--- config.mk ---
export PLATFORM = sky130hd
export DESIGN_NAME = ysyx_25040118_exu_mc
export DESIGN_NICKNAME = d
export VERILOG_FILES = /design/src/rtl/ysyx_25040118_exu_mc.sv
export SDC_FILE = /design/constraint.sdc
export NUM_CORES = 2
export LEC_CHECK = 0
export BUFFER_PORTS_ARGS = -buffer_cell sky130_fd_sc_hd__buf_2
export CAP_MARGIN = 20
export CORE_ASPECT_RATIO = 1.25
export CORE_MARGIN = 4
export CORE_UTILIZATION = 55
export DETAILED_ROUTE_END_ITERATION = 6
export GPL_TIMING_DRIVEN = 1
export PLACE_DENSITY = 0.83
export SYNTH_ARGS = -nofsm -noshare
export SYNTH_HDL_FRONTEND = slang
export SYNTH_SLANG_ARGS = --single-unit
--- constraint.sdc ---
create_clock -name clk -period 6.1 [get_ports clk]
set_input_delay 0.305 -clock clk [delete_from_list [all_inputs] [get_ports clk]]
set_output_delay 0.305 -clock clk [all_outputs]
set_load 0.02 [all_outputs]
--- src/rtl/ysyx_25040118_exu_mc.sv ---
// Multi-cycle execute unit: ALU/branch/jump in one step, memory over a req/rsp bus,
// iterative RV32M, result handed to the WBU over a valid/ready handshake.
module ysyx_25040118_exu_mc #(
    parameter int               XLEN     = 32,
    parameter logic [XLEN-1:0]  MEM_BASE = 'h8000_0000,
    parameter bit               EN_MDU   = 1'b1
) (
    input  logic              clk,
    input  logic              rst,
    input  logic              in_valid,
    output logic              in_ready,
    input  logic [XLEN-1:0]   pc,
    input  logic [XLEN-1:0]   src1,
    input  logic [XLEN-1:0]   src2,
    input  logic [XLEN-1:0]   imm,
    input  logic [XLEN-1:0]   inst,
    input  logic [4:0]        alu_ctrl,
    input  logic              is_load,
    input  logic              is_store,
    input  logic              is_branch,
    input  logic              is_jal,
    input  logic              is_jalr,
    input  logic              is_auipc,
    input  logic              is_lui,
    input  logic              is_alu_imm,
    input  logic              is_mdu,
    input  logic              ebreak,
    input  logic [2:0]        mdu_op,
    output logic              out_valid,
    input  logic              out_ready,
    output logic [XLEN-1:0]   out_result,
    output logic [XLEN-1:0]   out_next_pc,
    output logic              out_ebreak,
    output logic              out_misalign,
    output logic              mem_req_valid,
    input  logic              mem_req_ready,
    output logic              mem_req_we,
    output logic [XLEN-1:0]   mem_req_addr,
    output logic [XLEN-1:0]   mem_req_wdata,
    output logic [XLEN/8-1:0] mem_req_wmask,
    input  logic              mem_rsp_valid,
    input  logic [XLEN-1:0]   mem_rsp_rdata
);
    localparam int NB    = XLEN / 8;
    localparam int LW    = $clog2(NB);
    localparam int SH_W  = $clog2(XLEN);
    localparam int CNT_W = $clog2(XLEN);

    typedef enum logic [2:0] {IDLE, MEM_REQ, MEM_WAIT, MDU_BUSY, DONE} state_t;

    state_t              state_reg;
    logic                out_valid_reg;
    logic [XLEN-1:0]     result_reg;
    logic [XLEN-1:0]     next_pc_reg;
    logic                ebreak_reg;
    logic                misalign_reg;
    logic                req_valid_reg;
    logic                req_we_reg;
    logic [XLEN-1:0]     req_addr_reg;
    logic [XLEN-1:0]     req_wdata_reg;
    logic [NB-1:0]       req_wmask_reg;
    logic [2:0]          funct3_reg;
    logic [LW-1:0]       ea_lo_reg;
    logic                is_load_reg;

    logic [2*XLEN-1:0]   prod_reg;
    logic [2*XLEN-1:0]   mcand_reg;
    logic [XLEN-1:0]     mplier_reg;
    logic [XLEN:0]       rem_reg;
    logic [XLEN-1:0]     quot_reg;
    logic [XLEN-1:0]     divisor_reg;
    logic [XLEN-1:0]     src1_reg;
    logic [2:0]          mdu_op_reg;
    logic                neg_prod_reg;
    logic                neg_rem_reg;
    logic                div_zero_reg;
    logic [CNT_W-1:0]    cnt_reg;

    // ---------------- accept-time datapath (from the raw inputs) ----------------
    logic [2:0]      funct3;
    logic [XLEN-1:0] op_b;
    logic [SH_W-1:0] shamt;
    logic [XLEN-1:0] alu_res;
    logic [XLEN-1:0] pc_plus4;
    logic [XLEN-1:0] pc_plus_imm;
    logic [XLEN-1:0] ea;
    logic            br_taken;
    logic            misalign;
    logic [NB-1:0]   base_mask;
    logic [XLEN-1:0] acc_result;
    logic [XLEN-1:0] acc_next_pc;
    logic            unused_ok;

    assign funct3      = inst[14:12];
    assign op_b        = is_alu_imm ? imm : src2;
    assign shamt       = op_b[SH_W-1:0];
    assign pc_plus4    = pc + XLEN'(4);
    assign pc_plus_imm = pc + imm;
    assign ea          = src1 + imm;
    assign unused_ok   = ^{inst[XLEN-1:15], inst[11:0]};

    always_comb begin
        alu_res = '0;
        case (alu_ctrl)
            5'b00000: alu_res = src1 + op_b;
            5'b10000: alu_res = src1 - op_b;
            5'b00001: alu_res = src1 << shamt;
            5'b00101: alu_res = src1 >> shamt;
            5'b00110: alu_res = $signed(src1) >>> shamt;
            5'b00010: alu_res = XLEN'($signed(src1) < $signed(op_b));
            5'b00011: alu_res = XLEN'(src1 < op_b);
            5'b00100: alu_res = src1 ^ op_b;
            5'b00111: alu_res = src1 | op_b;
            5'b01000: alu_res = src1 & op_b;
            default:  alu_res = '0;
        endcase
    end

    always_comb begin
        br_taken = 1'b0;
        case (funct3)
            3'b000:  br_taken = (src1 == src2);
            3'b001:  br_taken = (src1 != src2);
            3'b100:  br_taken = ($signed(src1) <  $signed(src2));
            3'b101:  br_taken = ($signed(src1) >= $signed(src2));
            3'b110:  br_taken = (src1 <  src2);
            3'b111:  br_taken = (src1 >= src2);
            default: br_taken = 1'b0;
        endcase
    end

    assign misalign = (is_load | is_store) &&
                      ((funct3[1:0] == 2'b01 && ea[0]) ||
                       (funct3[1:0] == 2'b10 && ea[1:0] != 2'b00));

    always_comb begin
        base_mask = '1;
        case (funct3[1:0])
            2'b00:   base_mask = NB'(1);
            2'b01:   base_mask = NB'(3);
            default: base_mask = '1;
        endcase
    end

    // Memory ops, mdu ops and ebreak carry no accept-time result.
    always_comb begin
        acc_result  = alu_res;
        acc_next_pc = pc_plus4;
        if (is_lui) begin
            acc_result = imm;
        end else if (is_auipc) begin
            acc_result = pc_plus_imm;
        end else if (is_jal) begin
            acc_result  = pc_plus4;
            acc_next_pc = pc_plus_imm;
        end else if (is_jalr) begin
            acc_result  = pc_plus4;
            acc_next_pc = {ea[XLEN-1:1], 1'b0};
        end else if (is_branch) begin
            acc_result  = '0;
            acc_next_pc = br_taken ? pc_plus_imm : pc_plus4;
        end else if (is_load | is_store | is_mdu | ebreak) begin
            acc_result = '0;
        end
    end

    // ---------------- load alignment / extension ----------------
    logic [XLEN-1:0] ld_word;
    logic [XLEN-1:0] ld_value;

    assign ld_word = mem_rsp_rdata >> {ea_lo_reg, 3'b000};

    always_comb begin
        ld_value = '0;
        case (funct3_reg)
            3'b000:  ld_value = {{(XLEN-8){ld_word[7]}}, ld_word[7:0]};
            3'b001:  ld_value = {{(XLEN-16){ld_word[15]}}, ld_word[15:0]};
            3'b010:  ld_value = ld_word;
            3'b100:  ld_value = {{(XLEN-8){1'b0}}, ld_word[7:0]};
            3'b101:  ld_value = {{(XLEN-16){1'b0}}, ld_word[15:0]};
            default: ld_value = '0;
        endcase
    end

    // ---------------- iterative multiply / divide ----------------
    logic            a_sgn;
    logic            b_sgn;
    logic [XLEN-1:0] a_mag;
    logic [XLEN-1:0] b_mag;

    assign a_sgn = src1[XLEN-1] && (mdu_op == 3'd1 || mdu_op == 3'd2 ||
                                    mdu_op == 3'd4 || mdu_op == 3'd6);
    assign b_sgn = src2[XLEN-1] && (mdu_op == 3'd1 || mdu_op == 3'd4 || mdu_op == 3'd6);
    assign a_mag = a_sgn ? -src1 : src1;
    assign b_mag = b_sgn ? -src2 : src2;

    logic [2*XLEN-1:0] mul_sum;
    logic [2*XLEN-1:0] mul_fix;
    logic [XLEN:0]     div_shift;
    logic [XLEN:0]     div_trial;
    logic              div_ge;
    logic [XLEN:0]     rem_next;
    logic [XLEN-1:0]   quot_next;
    logic [XLEN-1:0]   quot_fix;
    logic [XLEN-1:0]   rem_fix;
    logic [XLEN-1:0]   mdu_result;

    assign mul_sum   = prod_reg + (mplier_reg[0] ? mcand_reg : '0);
    assign div_shift = {rem_reg[XLEN-1:0], quot_reg[XLEN-1]};
    assign div_trial = div_shift - {1'b0, divisor_reg};
    assign div_ge    = ~div_trial[XLEN];
    assign rem_next  = div_ge ? div_trial : div_shift;
    assign quot_next = {quot_reg[XLEN-2:0], div_ge};

    // 0x8000_0000 / -1 falls out naturally: magnitude quotient 0x8000_0000 negates to itself.
    assign mul_fix  = neg_prod_reg ? -mul_sum : mul_sum;
    assign quot_fix = neg_prod_reg ? -quot_next : quot_next;
    assign rem_fix  = neg_rem_reg ? -rem_next[XLEN-1:0] : rem_next[XLEN-1:0];

    always_comb begin
        mdu_result = '0;
        case (mdu_op_reg)
            3'd0:         mdu_result = mul_fix[XLEN-1:0];
            3'd1, 3'd2,
            3'd3:         mdu_result = mul_fix[2*XLEN-1:XLEN];
            3'd4, 3'd5:   mdu_result = div_zero_reg ? '1 : quot_fix;
            default:      mdu_result = div_zero_reg ? src1_reg : rem_fix;
        endcase
    end

    // ---------------- control FSM ----------------
    always_ff @(posedge clk) begin
        if (rst) begin
            state_reg     <= IDLE;
            out_valid_reg <= 1'b0;
            result_reg    <= '0;
            next_pc_reg   <= '0;
            ebreak_reg    <= 1'b0;
            misalign_reg  <= 1'b0;
            req_valid_reg <= 1'b0;
            req_we_reg    <= 1'b0;
            req_addr_reg  <= '0;
            req_wdata_reg <= '0;
            req_wmask_reg <= '0;
            funct3_reg    <= '0;
            ea_lo_reg     <= '0;
            is_load_reg   <= 1'b0;
            prod_reg      <= '0;
            mcand_reg     <= '0;
            mplier_reg    <= '0;
            rem_reg       <= '0;
            quot_reg      <= '0;
            divisor_reg   <= '0;
            src1_reg      <= '0;
            mdu_op_reg    <= '0;
            neg_prod_reg  <= 1'b0;
            neg_rem_reg   <= 1'b0;
            div_zero_reg  <= 1'b0;
            cnt_reg       <= '0;
        end else begin
            case (state_reg)
                IDLE: begin
                    if (in_valid) begin
                        result_reg   <= acc_result;
                        next_pc_reg  <= acc_next_pc;
                        ebreak_reg   <= ebreak;
                        misalign_reg <= misalign;
                        funct3_reg   <= funct3;
                        ea_lo_reg    <= ea[LW-1:0];
                        is_load_reg  <= is_load;
                        src1_reg     <= src1;
                        if ((is_load | is_store) && !misalign) begin
                            req_valid_reg <= 1'b1;
                            req_we_reg    <= is_store;
                            req_addr_reg  <= ea - MEM_BASE;
                            req_wdata_reg <= is_store ? (src2 << {ea[LW-1:0], 3'b000}) : '0;
                            req_wmask_reg <= is_store ? NB'(base_mask << ea[LW-1:0]) : '0;
                            state_reg     <= MEM_REQ;
                        end else if (is_mdu && EN_MDU) begin
                            prod_reg     <= '0;
                            mcand_reg    <= {{XLEN{1'b0}}, a_mag};
                            mplier_reg   <= b_mag;
                            rem_reg      <= '0;
                            quot_reg     <= a_mag;
                            divisor_reg  <= b_mag;
                            mdu_op_reg   <= mdu_op;
                            neg_prod_reg <= a_sgn ^ b_sgn;
                            neg_rem_reg  <= a_sgn;
                            div_zero_reg <= (src2 == '0);
                            cnt_reg      <= '0;
                            state_reg    <= MDU_BUSY;
                        end else begin
                            out_valid_reg <= 1'b1;
                            state_reg     <= DONE;
                        end
                    end
                end
                MEM_REQ: begin
                    if (mem_req_ready) begin
                        req_valid_reg <= 1'b0;
                        state_reg     <= MEM_WAIT;
                    end
                end
                MEM_WAIT: begin
                    // A store's response is only its write acknowledge.
                    if (mem_rsp_valid) begin
                        result_reg    <= is_load_reg ? ld_value : '0;
                        out_valid_reg <= 1'b1;
                        state_reg     <= DONE;
                    end
                end
                MDU_BUSY: begin
                    prod_reg   <= mul_sum;
                    mcand_reg  <= mcand_reg << 1;
                    mplier_reg <= mplier_reg >> 1;
                    rem_reg    <= rem_next;
                    quot_reg   <= quot_next;
                    cnt_reg    <= cnt_reg + CNT_W'(1);
                    if (cnt_reg == CNT_W'(XLEN - 1)) begin
                        result_reg    <= mdu_result;
                        out_valid_reg <= 1'b1;
                        state_reg     <= DONE;
                    end
                end
                DONE: begin
                    if (out_ready) begin
                        out_valid_reg <= 1'b0;
                        state_reg     <= IDLE;
                    end
                end
                default: state_reg <= IDLE;
            endcase
        end
    end

    assign in_ready      = (state_reg == IDLE);
    assign out_valid     = out_valid_reg;
    assign out_result    = result_reg;
    assign out_next_pc   = next_pc_reg;
    assign out_ebreak    = ebreak_reg;
    assign out_misalign  = misalign_reg;
    assign mem_req_valid = req_valid_reg;
    assign mem_req_we    = req_we_reg;
    assign mem_req_addr  = req_addr_reg;
    assign mem_req_wdata = req_wdata_reg;
    assign mem_req_wmask = req_wmask_reg;

endmodule

==> results.yml <==
placement:
  io_buffers: 324
  gp_congestion: 1.16
  dp.cells: 7662
  dpl.hpwl_um: 189000
routing:
  drt_pass1_iterations: 7
  ant_nets: 0
  drt-initial-drc-count: 8803
  vias: 56300
  wl_per_cell_um: 31.3
  routed_wirelength_um: 244000
  vias_per_cell: 7.23
  drc_errors: 21
synthesis:
  ys_seq_elements: 445
  synth.top_cell.area_share: 0.193
  synth.avg_cell_area_um2: 7.13
  synthSimpleGateAreaFrac: 0.223
  synthMuxAreaShare: 0.0579
  yosysWarningCount: 0
  synth_nets: 6986
  async_flop_share: 0
  seq_area_frac_synth: 0.193
  synth_xor_area_frac: 0.0564
  synth-compound-area-share: 0.328
  synth_fa_ha_area_frac: 0.0827
  synth_top_family_by_area: "compound AO/OA/AOI/OAI gates"
  ys.flop_type: "dfxtp_1"
  ys_top_cells_by_area: "dfxtp_1 19%, ha_1 8.0%, a21oi_1 7.2%, nor2_1 5.6%, nand2_1 5.5%"
  netlist-cell-type-count: 105
  yosysTopAreaCell: "dfxtp_1"
  syn_inst: 6469
  syn_area_um2: 46100
  synth_edf_count: 0
cts:
  cts_setup_buffers: 0
  cts_tree: "done"
  clk_pin_slew_ns: 0.07
  htreeDepth: 2
  clkLatencyLatePin_ns: 0.67
  clockBufferDepth: 3
  cts-root-buf: "clkbuf_16"
  cts_buffers: 51
  cts.sinks: 445
timing:
  final-hold-violation-count: 0
  tns_ns: 0
  relSlewSlack: 0.127
  setup_viol: 0
  rsz0062_at_grt: "no"
  fin_hold_ws_ns: 0.0533
  maxSlewViolCount: 0
  fin_crit_sh: 0.985
  period_minus_slack_ns: 6.01
  fmax_mhz: 166
  worst_pin_slew_ns: 1.30
  finalClockSkew_ns: 0.0509
worst_setup_path:
  critPathBufInv: 4
  startpoint_type: "flop"
  crit_chain: "buf_12, and2_1, ha_1, a21oi_2, o21ai_1, nor3_1, a211oi_1, buf_4, o21ai_0, a311oi_1, a211oi_1, buf_4, nand4_1, or4_1, o2111a_1, a211oi_1, buf_4, o21ai_1"
  crit_path_max_fanout: 64
  critical-path-top-delay-family: "compound AO/OA/AOI/OAI gates"
  path_class: "reg -> reg"
  worst_path_max_delay_cell: "o21ai_0"
  end_kind: "flop"
  worstPathArrival_ns: 6.53
  worst_path_largest_cell_delay_ns: 0.84
  required_ns: 6.62
floorplan:
  die_height_um: 332
  io_pins: 354
  fp.dieW_um: 267
  coreArea_um2: 83000
  initial_core_util: 0.556
  rows: 118
  dieArea_um2: 88500
power:
  p_per_area_nw_per_um2: 319
  total_power_w: 0.0164
  peakVddDrop_mv: 0.374
  power_leakage_nw: 21.2
grt:
  grt_overflow: 0
  antenna_found_initial: 13
  grt_pass1_vias: 52700
  grt_pass1_wl_um: 349000
  grt_max_degree: 207
  grt_usage: 0.522
cells_and_area:
  layoutNonFillerInstCount: 7787
  nets: 7167
  drive_gt1_frac: 0.131
  syn_to_final_growth_pct: 11.6
status:
  status: "finished with violations"
  violations: "DRC"
min_path:
  hold_class: "in -> reg"
flow_run:
  maxCapViolCount: 0
==> through the flow <==
stage	utilization	area [um2]	setup WS [ns]
CTS	0.619	51300	0.261
finish	0.620	51400	0.0933
detailed placement	0.595	49400	0.346
global placement	0.595	49400	0.363
global route	0.619	51400	0.0212
floorplan	-	46100	0.272
==> final cells by class <==
type | instances | area [um2]
Inverter | 235 | 882
Sequential cell | 445 | 8910
Antenna cell | 16 | 40.0
Clock buffer | 60 | 1370
Tap cell | 1080 | 1350
Multi-Input combinational cell | 5314 | 34600
Timing Repair Buffer | 603 | 3790
Fill cell | 7558 | 31600
Clock inverter | 34 | 448
==> kinds of logic (layout without fill, tap and decap cells) <==
kind of cell               Yosys count  after routing
adders and majority gates          301            301
buffers and inverters              710            932
other                                0             16
xor gates and xnor gates           296            296
AOI/OAI and AO/OA                 2291           2291
muxes                              222            222
and+or+nand+nor                   2204           2204
DFF                                445            445
==> report_power, final <==
group | internal (W) | switching, W
Sequential | 0.00335 | 0.000501
Clock | 0.00194 | 0.00150
Combinational | 0.00289 | 0.00621
==> worst reg2reg max path, stage by stage (launching register included) <==
cell and delay, ns:
dfxtp_1 0.38, buf_12 0.26, and2_1 0.24, ha_1 0.32
a21oi_2 0.24, o21ai_1 0.21, nor3_1 0.40, a211oi_1 0.15
buf_4 0.18, o21ai_0 0.85, a311oi_1 0.32, a211oi_1 0.50
buf_4 0.24, nand4_1 0.14, or4_1 0.51, o2111a_1 0.28
a211oi_1 0.39, buf_4 0.19, o21ai_1 0.05
==> final timing paths <==
path	start	to	slack, ns	cells after the start
setup reg to reg	mplier_reg[0]$_SDFFE_PP0P_	out_result[25]$_SDFFE_PP0P_	0.09	18
hold / removal	inst[12]	funct3_reg[0]$_SDFFE_PP0P_	0.05	3
hold reg to reg	mem_req_wmask[3]$_SDFFE_PP0P_	mem_req_wmask[3]$_SDFFE_PP0P_	0.45	2
setup / recovery	mplier_reg[0]$_SDFFE_PP0P_	out_result[25]$_SDFFE_PP0P_	0.09	18
==> cells in the mapped netlist, types with 20 or more instances <==
cell type	number
o21a_1	77
clkbuf_1	413
nor3_1	146
a21o_1	80
inv_1	232
o21ai_0	387
o221ai_1	46
dfxtp_1	445
a22oi_1	237
and2_1	111
a211o_1	20
or2_2	30
a21oi_1	667
a31oi_1	71
o2111ai_1	26
o22ai_1	26
a211oi_1	92
xor2_1	109
or4_1	22
mux2i_1	152
nor2_1	686
nand3_1	118
nand2_1	677
ha_1	295
and4_1	20
nand2b_1	50
mux4_2	32
o41ai_1	29
nor2b_1	47
a221oi_1	79
buf_1	45
o21bai_1	43
nand4_1	72
o31ai_1	57
and3_1	49
xnor2_1	186
nor4_1	57
o211ai_1	82
a2111oi_0	22
or3_1	61
mux2_2	38
a311oi_1	20
==> metal layers <==
metal | global-route usage | up-vias | wire (um)
li1 | - | 24300 | -
met1 | 0.564 | 26000 | 80000
met2 | 0.797 | 4453 | 102000
met3 | 0.147 | 1505 | 28700
met4 | 0.531 | 10 | 32800
met5 | 0 | - | 67
==> placed cells by master (no fill, tap or decap), types with 26 or more instances in the layout <==
cell type,synthesis,layout
nor2_1,686,683
nand2_1,677,676
a21oi_1,667,667
dfxtp_1,445,444
o21ai_0,387,385
buf_2,15,323
ha_1,295,295
buf_4,0,262
a22oi_1,237,237
inv_1,232,231
xnor2_1,186,186
mux2i_1,152,147
nor3_1,146,141
nand3_1,118,118
and2_1,111,109
xor2_1,109,109
a211oi_1,92,91
o211ai_1,82,82
a21o_1,80,79
a221oi_1,79,79
o21a_1,77,77
nand4_1,72,72
a31oi_1,71,71
or3_1,61,61
o31ai_1,57,57
nor4_1,57,54
clkbuf_16,0,52
and3_1,49,49
nand2b_1,50,48
nor2b_1,47,47
o221ai_1,46,46
o21bai_1,43,43
mux2_2,38,38
mux4_2,32,32
or2_2,30,30
o41ai_1,29,29
o22ai_1,26,26
o2111ai_1,26,26
==> what timing repair did <==
item / 4_1_cts / 5_1_grt
setup endpoints to repair: 0 / 3
resized for setup: 0 / 3
hold buffers: 10 / 0
hold endpoints to repair: 12 / 0
Note: power is estimated with default switching activity, not from simulation.
